==> config.mk <==
export PLATFORM = sky130hd
export DESIGN_NAME = nibble_serial_adder16_flat
export DESIGN_NICKNAME = d
export VERILOG_FILES = /design/src/rtl/nibble_serial_adder16_if.sv /design/src/rtl/nibble_serial_adder16.sv /design/src/flat_wrapper.sv
export SDC_FILE = /design/constraint.sdc
export NUM_CORES = 1
export LEC_CHECK = 0
export ABC_AREA = 1
export CAP_MARGIN = 20
export CORE_MARGIN = 2
export CORE_UTILIZATION = 54
export DETAILED_ROUTE_END_ITERATION = 8
export HOLD_SLACK_MARGIN = 0.06
export PLACE_DENSITY_LB_ADDON = 0.05
export SLEW_MARGIN = 15
export SYNTH_ARGS = -nofsm -noshare
export SYNTH_HDL_FRONTEND = slang
export SYNTH_SLANG_ARGS = --single-unit
==> constraint.sdc <==
create_clock -name clk -period 4.28 [get_ports clk]
set_input_delay 0.428 -clock clk [delete_from_list [all_inputs] [get_ports clk]]
set_output_delay 0.428 -clock clk [all_outputs]
set_load 0.005 [all_outputs]
==> src/rtl/nibble_serial_adder16_if.sv <==
// -----------------------------------------------------------------------------
// nibble_serial_adder16_if
// Handshake/data bundle between an operand producer, the nibble-serial adder
// and a result consumer.
//   in_valid/in_ready   : operand handshake (producer -> adder)
//   a, b, cin           : operands and carry-in
//   out_valid/out_ready : result handshake (adder -> consumer)
//   sum, cout           : registered result and top carry-out
// Optional (macro SERIAL_ADD_SUB_EN):
//   sub                 : 1 = compute a-b instead of a+b+cin
//   ovf                 : signed overflow of the full-width operation
// Modports: slave = the adder, master = the producer/consumer side.
// -----------------------------------------------------------------------------
interface nibble_serial_adder16_if #(
   parameter int WIDTH = 16
);
   logic             in_valid;
   logic             in_ready;
   logic [WIDTH-1:0] a;
   logic [WIDTH-1:0] b;
   logic             cin;
   logic             out_valid;
   logic             out_ready;
   logic [WIDTH-1:0] sum;
   logic             cout;
`ifdef SERIAL_ADD_SUB_EN
   logic             sub;
   logic             ovf;
`endif

   modport slave (
      input  in_valid, a, b, cin, out_ready,
`ifdef SERIAL_ADD_SUB_EN
      input  sub,
      output ovf,
`endif
      output in_ready, out_valid, sum, cout
   );

   modport master (
      output in_valid, a, b, cin, out_ready,
`ifdef SERIAL_ADD_SUB_EN
      output sub,
      input  ovf,
`endif
      input  in_ready, out_valid, sum, cout
   );
endinterface

==> src/rtl/nibble_serial_adder16.sv <==
// -----------------------------------------------------------------------------
// nibble_serial_adder16
// WIDTH-bit adder that reuses one 4-bit carry-lookahead stage over WIDTH/4
// cycles, least significant nibble first. The stage carry-out is registered
// and becomes the carry-in of the next nibble.
// Ports:
//   clk    : rising-edge clock
//   rst_n  : asynchronous active-low reset
//   bus    : nibble_serial_adder16_if.slave (operand and result handshakes)
//   busy   : high while an operation is in RUN or DONE
// Optional feature macro: SERIAL_ADD_SUB_EN (adds bus.sub / bus.ovf,
// subtract = invert B nibbles and force carry-in of nibble 0 to 1).
// WIDTH must be a multiple of 4 and at least 8; the interface instance must
// use the same WIDTH.
// -----------------------------------------------------------------------------
module nibble_serial_adder16 #(
   parameter int WIDTH = 16
) (
   input  logic                   clk,
   input  logic                   rst_n,
   nibble_serial_adder16_if.slave bus,
   output logic                   busy
);
   localparam int NIBBLES = WIDTH / 4;
   localparam int IDXW    = (NIBBLES > 1) ? $clog2(NIBBLES) : 1;
   localparam logic [IDXW-1:0] LAST_IDX = IDXW'(NIBBLES - 1);

   typedef enum logic [1:0] {
      IDLE = 2'd0,
      RUN  = 2'd1,
      DONE = 2'd2
   } state_t;

   state_t           state_reg;
   state_t           state_next;

   logic [WIDTH-1:0] a_reg;
   logic [WIDTH-1:0] b_reg;
   logic [WIDTH-1:0] sum_reg;
   logic [IDXW-1:0]  idx_reg;
   logic             carry_reg;
   logic             cout_reg;
`ifdef SERIAL_ADD_SUB_EN
   logic             sub_reg;
   logic             ovf_reg;
`endif

   logic             accept;
   logic             last_nib;

   // Single 4-bit CLA stage
   logic [3:0]       nib_a;
   logic [3:0]       nib_b;
   logic [3:0]       nib_g;
   logic [3:0]       nib_p;
   logic [4:0]       nib_c;
   logic [3:0]       nib_sum;
   logic [3:0]       b_inv;

   // ---------------------------------------------------------------- FSM
   always_ff @(posedge clk or negedge rst_n) begin
      if (!rst_n) begin
         state_reg <= IDLE;
      end else begin
         state_reg <= state_next;
      end
   end

   always_comb begin
      state_next = state_reg;
      accept     = 1'b0;
      case (state_reg)
         IDLE: begin
            if (bus.in_valid) begin
               accept     = 1'b1;
               state_next = RUN;
            end
         end
         RUN: begin
            if (last_nib) begin
               state_next = DONE;
            end
         end
         DONE: begin
            // Handoff goes back through IDLE, so no operand is taken this edge.
            if (bus.out_ready) begin
               state_next = IDLE;
            end
         end
         default: state_next = IDLE;
      endcase
   end

   assign last_nib      = (state_reg == RUN) && (idx_reg == LAST_IDX);
   assign bus.in_ready  = (state_reg == IDLE);
   assign bus.out_valid = (state_reg == DONE);
   assign busy          = (state_reg != IDLE);
   assign bus.sum       = sum_reg;
   assign bus.cout      = cout_reg;

   // ---------------------------------------------------- CLA stage inputs
   always_comb begin
      nib_a = 4'd0;
      nib_b = 4'd0;
      for (int i = 0; i < NIBBLES; i++) begin
         if (idx_reg == IDXW'(i)) begin
            nib_a = a_reg[i*4 +: 4];
            nib_b = b_reg[i*4 +: 4];
         end
      end
   end

`ifdef SERIAL_ADD_SUB_EN
   assign b_inv   = {4{sub_reg}};
   assign bus.ovf = ovf_reg;
`else
   assign b_inv   = 4'd0;
`endif

   // ------------------------------------------------------ CLA equations
   assign nib_g    = nib_a & (nib_b ^ b_inv);
   assign nib_p    = nib_a ^ (nib_b ^ b_inv);
   assign nib_c[0] = carry_reg;
   assign nib_c[1] = nib_g[0] | (nib_p[0] & nib_c[0]);
   assign nib_c[2] = nib_g[1] | (nib_p[1] & nib_g[0])
                   | (nib_p[1] & nib_p[0] & nib_c[0]);
   assign nib_c[3] = nib_g[2] | (nib_p[2] & nib_g[1])
                   | (nib_p[2] & nib_p[1] & nib_g[0])
                   | (nib_p[2] & nib_p[1] & nib_p[0] & nib_c[0]);
   assign nib_c[4] = nib_g[3] | (nib_p[3] & nib_g[2])
                   | (nib_p[3] & nib_p[2] & nib_g[1])
                   | (nib_p[3] & nib_p[2] & nib_p[1] & nib_g[0])
                   | (nib_p[3] & nib_p[2] & nib_p[1] & nib_p[0] & nib_c[0]);
   assign nib_sum  = nib_p ^ nib_c[3:0];

   // ----------------------------------------------------------- datapath
   always_ff @(posedge clk or negedge rst_n) begin
      if (!rst_n) begin
         a_reg     <= '0;
         b_reg     <= '0;
         sum_reg   <= '0;
         idx_reg   <= '0;
         carry_reg <= 1'b0;
         cout_reg  <= 1'b0;
`ifdef SERIAL_ADD_SUB_EN
         sub_reg   <= 1'b0;
         ovf_reg   <= 1'b0;
`endif
      end else begin
         if (accept) begin
            a_reg   <= bus.a;
            b_reg   <= bus.b;
            idx_reg <= '0;
`ifdef SERIAL_ADD_SUB_EN
            sub_reg   <= bus.sub;
            // Subtract is a + ~b + 1, so nibble 0 always gets carry-in 1.
            carry_reg <= bus.sub ? 1'b1 : bus.cin;
`else
            carry_reg <= bus.cin;
`endif
         end else if (state_reg == RUN) begin
            for (int i = 0; i < NIBBLES; i++) begin
               if (idx_reg == IDXW'(i)) begin
                  sum_reg[i*4 +: 4] <= nib_sum;
               end
            end
            carry_reg <= nib_c[4];
            if (last_nib) begin
               cout_reg <= nib_c[4];
`ifdef SERIAL_ADD_SUB_EN
               // Carry into the MSB vs carry out of the MSB.
               ovf_reg  <= nib_c[3] ^ nib_c[4];
`endif
            end else begin
               idx_reg <= idx_reg + 1'b1;
            end
         end
      end
   end
endmodule
==> src/flat_wrapper.sv <==
// flat-port wrapper written by rule: the top's interface ports become plain ports
module nibble_serial_adder16_flat 
#(
   parameter int WIDTH = 16
)
  (clk, rst_n, busy, bus_in_valid, bus_a, bus_b, bus_cin, bus_out_ready, bus_in_ready, bus_out_valid, bus_sum, bus_cout);
  nibble_serial_adder16_if #(.WIDTH(WIDTH)) bus_i ();
  input  logic clk;
  input  logic rst_n;
  output logic busy;
  input wire logic [$bits(bus_i.in_valid)-1:0] bus_in_valid;
  input wire logic [$bits(bus_i.a)-1:0] bus_a;
  input wire logic [$bits(bus_i.b)-1:0] bus_b;
  input wire logic [$bits(bus_i.cin)-1:0] bus_cin;
  input wire logic [$bits(bus_i.out_ready)-1:0] bus_out_ready;
  output wire logic [$bits(bus_i.in_ready)-1:0] bus_in_ready;
  output wire logic [$bits(bus_i.out_valid)-1:0] bus_out_valid;
  output wire logic [$bits(bus_i.sum)-1:0] bus_sum;
  output wire logic [$bits(bus_i.cout)-1:0] bus_cout;
  assign bus_i.in_valid = bus_in_valid;
  assign bus_i.a = bus_a;
  assign bus_i.b = bus_b;
  assign bus_i.cin = bus_cin;
  assign bus_i.out_ready = bus_out_ready;
  assign bus_in_ready = bus_i.in_ready;
  assign bus_out_valid = bus_i.out_valid;
  assign bus_sum = bus_i.sum;
  assign bus_cout = bus_i.cout;
  nibble_serial_adder16 #(.WIDTH(WIDTH)) u_core (.clk(clk), .rst_n(rst_n), .bus(bus_i), .busy(busy));
endmodule
# ---- After elaboration in Yosys (flattened, before gate mapping)
# Cells that the tools add are included.
dict set report classes {
  div_mod_pow 0
  addsub 1
  reduce_logical 12
  shifts 0
  mux 19
  eq_ne 9
  n_bitwise 30
  n_lt_le_gt_ge 0
  mul 0
}
# operator count
set ops {}
lappend ops {{two-way mux 4 bit} 8}
lappend ops {{AND reduction 3 bit} 6}
lappend ops {{AND 1 bit} 16}
lappend ops {{two-way mux 2 bit} 6}
lappend ops {{OR 1 bit} 10}
lappend ops {{bitwise XOR 4 bit} 2}
lappend ops {{equality test 2 bit, second input constant} 3}
lappend ops {{one-hot mux 2 bit (3 select lines)} 1}
lappend ops {{AND 4 bit} 1}
lappend ops {{equality test 2 x 1 -> 1 bit, second input constant} 2}
lappend ops {{zero test 2 bit} 2}
lappend ops {{two-way mux 1 bit} 4}
lappend ops {{!= test 2 x 1 -> 1 bit, second input constant} 2}
lappend ops {{!= test 2 bit, second input constant} 2}
lappend ops {{nonzero test 2 bit} 2}
lappend ops {{adder 2 x 1 -> 2 bit, second input constant} 1}
lappend ops {{AND reduction 2 bit} 1}
lappend ops {{logical AND 1 bit} 1}
lappend ops {{inverter 1 bit} 1}
dict set report word_totals {
  mem_bits_ro 0
  wordCells 81
  n_memories 0
  reg_bits 54
  latchBits 0
  in_bits 37
  ram_bits 0
  out_inout_bits 20
}

# ---- Logic depth before layout (Yosys ltp)
dict set report logic_depth {
  depth_word 13
  mapped_depth 15
  mapped_depth_nobuf 15
}

# ---- Worst setup path after synthesis
# Ideal clock, no wire load.
dict set report synth_timing {
  kind {flip-flop to flip-flop}
  start {register u_core.idx_reg[0]}
  end {register u_core.sum_reg[10], in the netlist u_core.bus.sum[10]}
  synth_period_minus_slack_ns 2.201
  t_required_ns 4.162
  arrival_ns 2.084
  path_stages_with_launch 12
  setup_time_ns 0.118
  slack_ns 2.079
  path_buffers 1
  cell_sequence {dfrtp_1 -> inv_1 -> ha_1 -> buf_2 -> inv_1 -> o21ai_0 -> a21oi_1 -> ha_1 -> or2_2 -> a21o_1 -> nand3_1 -> nand2_1}
}
dict set report synth_between {
  elab_chain_len 10
  word_cells_on_any_way 21
  cone_classes {3 x eq/ne; 8 x mux; 8 x bitwise; 2 x reduce/logical}
}
# item line_no
set synth_lines {}
lappend synth_lines {{start, declared} nibble_serial_adder16.sv:40} ;# logic [IDXW-1:0] idx_reg;
lappend synth_lines {{start signal, assigned} nibble_serial_adder16.sv:175} ;# idx_reg <= idx_reg + 1'b1;
lappend synth_lines {{zero test 2 bit} nibble_serial_adder16.sv:106} ;# if (idx_reg == IDXW'(i)) begin
lappend synth_lines {{two-way mux 4 bit (4 in a row)} nibble_serial_adder16.sv:106}
lappend synth_lines {{bitwise XOR 4 bit or AND 4 bit (tied branches)} {nibble_serial_adder16.sv:122, nibble_serial_adder16.sv:121}}
lappend synth_lines {{AND 1 bit (on tied branches)} {nibble_serial_adder16.sv:125, nibble_serial_adder16.sv:126}}
lappend synth_lines {{OR 1 bit or AND 1 bit (tied branches)} {nibble_serial_adder16.sv:125, nibble_serial_adder16.sv:126}}
lappend synth_lines {{OR 1 bit} nibble_serial_adder16.sv:126} ;# | (nib_p[1] & nib_p[0] & nib_c[0]);
lappend synth_lines {{bitwise XOR 4 bit} nibble_serial_adder16.sv:134} ;# assign nib_sum = nib_p ^ nib_c[3:0];
lappend synth_lines {{end signal, assigned by index} nibble_serial_adder16.sv:164} ;# sum_reg[i*4 +: 4] <= nib_sum;
lappend synth_lines {{end, declared} nibble_serial_adder16.sv:39} ;# logic [WIDTH-1:0] sum_reg;
# Several ways; a longest one is shown, not always the timed one.
# A chain may end at the register's enable or synchronous reset.

# ---- Worst setup path in the final report
dict set report layout_timing {
  start {register u_core.idx_reg[0]}
  end {register u_core.sum_reg[9], in the netlist u_core.bus.sum[9]}
}
dict set report layout_between {
  elab_chain_len 9
  word_cells_on_any_way 18
  cone_classes {3 x eq/ne; 8 x mux; 5 x bitwise; 2 x reduce/logical}
}
# item line_no
set layout_lines {}
lappend layout_lines {{zero test 2 bit} nibble_serial_adder16.sv:106}
lappend layout_lines {{two-way mux 4 bit (4 in a row)} nibble_serial_adder16.sv:106}
lappend layout_lines {{bitwise XOR 4 bit} nibble_serial_adder16.sv:122} ;# assign nib_p = nib_a ^ (nib_b ^ b_inv);
lappend layout_lines {{AND 1 bit} nibble_serial_adder16.sv:124} ;# assign nib_c[1] = nib_g[0] | (nib_p[0] & nib_c[0]);
lappend layout_lines {{OR 1 bit} nibble_serial_adder16.sv:124}
lappend layout_lines {{bitwise XOR 4 bit} nibble_serial_adder16.sv:134}
# Several ways; a longest one is shown, not always the timed one.

==> reports/summary.txt <==
Status = finished, final reports clean
Yosys cell types = 23
Crit-path max FO = 10
Clock buffer count from CTS = 5
Comb pwr share = 55.7%
Initial Util = 55.9%
Vias per inst = 5.00
Port Buffers = 56
Synth top area share = 51.1%
Crit path buffers/inverters = 2
Max Freq = 0.384 GHz
Top delay family on crit path = adder cells
Overflow after GRT = 0
Final period util = 60.8%
Skew final = 0.00513 ns
Post-synth top cells = 155 x nand2_1, 54 x dfrtp_1, 18 x inv_1
Initial antenna violation count = 0
Vias in the first global route = 2,103
CP Cell Sequence = inv_1, ha_1, inv_1, o21ai_0, a21oi_1, fa_1, xor2_1, nand2_1, nand2_1
GPL Wtd Cong = 0.867
Max VDD drop = 0.336 mV
CP arrival = 2.85 ns
Cts hold-fix bufs = 0
Number of DRC markers in iteration 0 = 100
Die area = 5470 um2
Post-CTS setup buffer count = 0
Clock sink count = 54
Tot GR Track Use = 22.2%
Synth Area per Inst = 8.18 um2
Worst-case reg-to-reg path depth = 9
Wire per inst = 12.3 um
Seq/Total Area, Yosys = 51.1%
RSZ-0062 raised after global routing = no
Slew of the pin with the lowest slew margin = 0.671 ns
DRC = 0
Crit Path Class = flip-flop to flip-flop
Core region area = 4720 um2
Clk root buf = clkbuf_8
Die width = 74.0 um
Clk pwr share = 10.7%
Total power = 2.70 mW
Reg-to-Reg Start = u_core.idx_reg[0]
P&R area growth vs syn = 25.0%
Ys flop type = dfrtp_1
Syn Inst Count = 323
Post-DP HPWL = 3990 um
R2R Setup Slk = 1.68 ns
Max cap viols = 0
NetSw = 1.22 mW
Syn_nets = 369
Setup WS pre-CTS = 1.72 ns
Ys Warns = 0
Max Root-Sink Buffers = 2
Cell area after synthesis = 2640 um2
H-tree Lvls = 2
Final Max Slew Viols = 0
Routed Antenna Nets = 0
Pre-Repair DR Iteration Count = 4
Internal power = 1.49 mW
CP Launch Point = u_core.idx_reg[0]
# setup viols final = 0
Async S/R FF share, synth = 100%
Clock-pin transition on the worst setup and hold timing paths = 0.09 ns
Setup WS post-layout = 1.68 ns
Total negative setup slack = 0 ns
Hold Path Class = input pin to asynchronous set/reset pin
Ant. Diodes = 0
CP required = 4.53 ns
Largest net degree at the start of global routing = 55
Rel. slew slack = 55.3%
Area leader, netlist = dfrtp_1
Seq pwr share = 33.7%
Sw frac = 45.0%
Num rows = 25
Most frequent cell after synthesis = nand2_1
Tmin final = 2.60 ns
Worst Setup Start Kind = flip-flop
Largest stage delay, worst path = 0.45 ns
Crit. End Element = flip-flop
Number of synthesized flops with an enable pin = 0
Via count = 2,224
Hold_ws = 0.233 ns
Pwr per Cell Area = 818 nW/um2
Reg-to-Reg End = u_core.bus.sum[9]
Leak = 1.67 nW
Die height = 74.0 um
Fin. Hold Viols = 0
Top cells by area, synth = dfrtp_1 51%, nand2_1 22%, ha_1 3.8%
Layout cells sized above 1 = 6.08%
First-pass GRT wire length = 9340 um
Worst skew pair latency = 0.30 ns
WL final = 5480 um
# nets final = 423
Post-CTS Resized = 0
#FFs+latches synth = 54
I/O Pins = 57
Core Util, Final = 70.0%
Crit-path slowest cell = fa_1
TritonCTS clock tree = done
layer usage:
metal	vias up	track usage [%]	wire length, um
li1	1122	-	-
met5	-	0	0
met1	1034	28.6	2540
met3	12	5.28	220
met4	0	7.68	118
met2	56	37.1	2600
area by class of cell:
class	count	area (um2)
inverter	20	77.6
timing repair buffer	57	563
clock inverter	1	5.00
fill	401	1420
sequential	54	1350
tap	67	83.8
multi-input combinational	239	1140
clock buffer	7	86.3
layout by cell type (no fill, tap or decap), drive strengths merged:
cell           instances
nand2                157
clkdlybuf4s50         55
dfrtp                 54
inv                   20
a21oi                 17
o21ai                 17
nand3                 16
nor2                  16
ha                     8
clkbuf                 7
nand4                  2
o31ai                  2
buf                    2
or2                    1
a21o                   1
xor2                   1
fa                     1
clkinv                 1
cell families (layout without fill, tap and decap cells):
logic type	Yosys count	in the layout	share of synthesized area (%)
buf+inv	30	85	5.82
fa+ha+maj	9	9	4.55
compound gates	37	37	7.86
flops	54	54	51.1
xor+xnor	1	1	0.331
simple gates	192	192	30.3
power by group through the flow:
stage	clock, mW	combinational, mW	sequential [mW]
after floorplan	0	1.07	0.883
after global placement	0	1.46	0.918
after detailed placement	0	1.50	0.917
after CTS	0.295	1.52	0.909
after global routing	0.312	1.72	0.937
final	0.289	1.50	0.910
stage by stage:
stage	area, um2	instances
after floorplan	2640	323
after global placement	3210	437
after detailed placement	3210	437
after CTS	3300	445
after global routing	3300	445
final	3300	445
how the worst max path moves through the flow:
stage                               endpoint  depth (start not counted)
after floorplan           u_core.bus.sum[10]                         11
after global placement     u_core.bus.sum[9]                          9
after detailed placement   u_core.bus.sum[9]                          9
after CTS                  u_core.bus.sum[9]                          9
after global routing       u_core.bus.sum[3]                         14
final                      u_core.bus.sum[9]                          9
No activity file was read; power rests on OpenSTA's default activity.
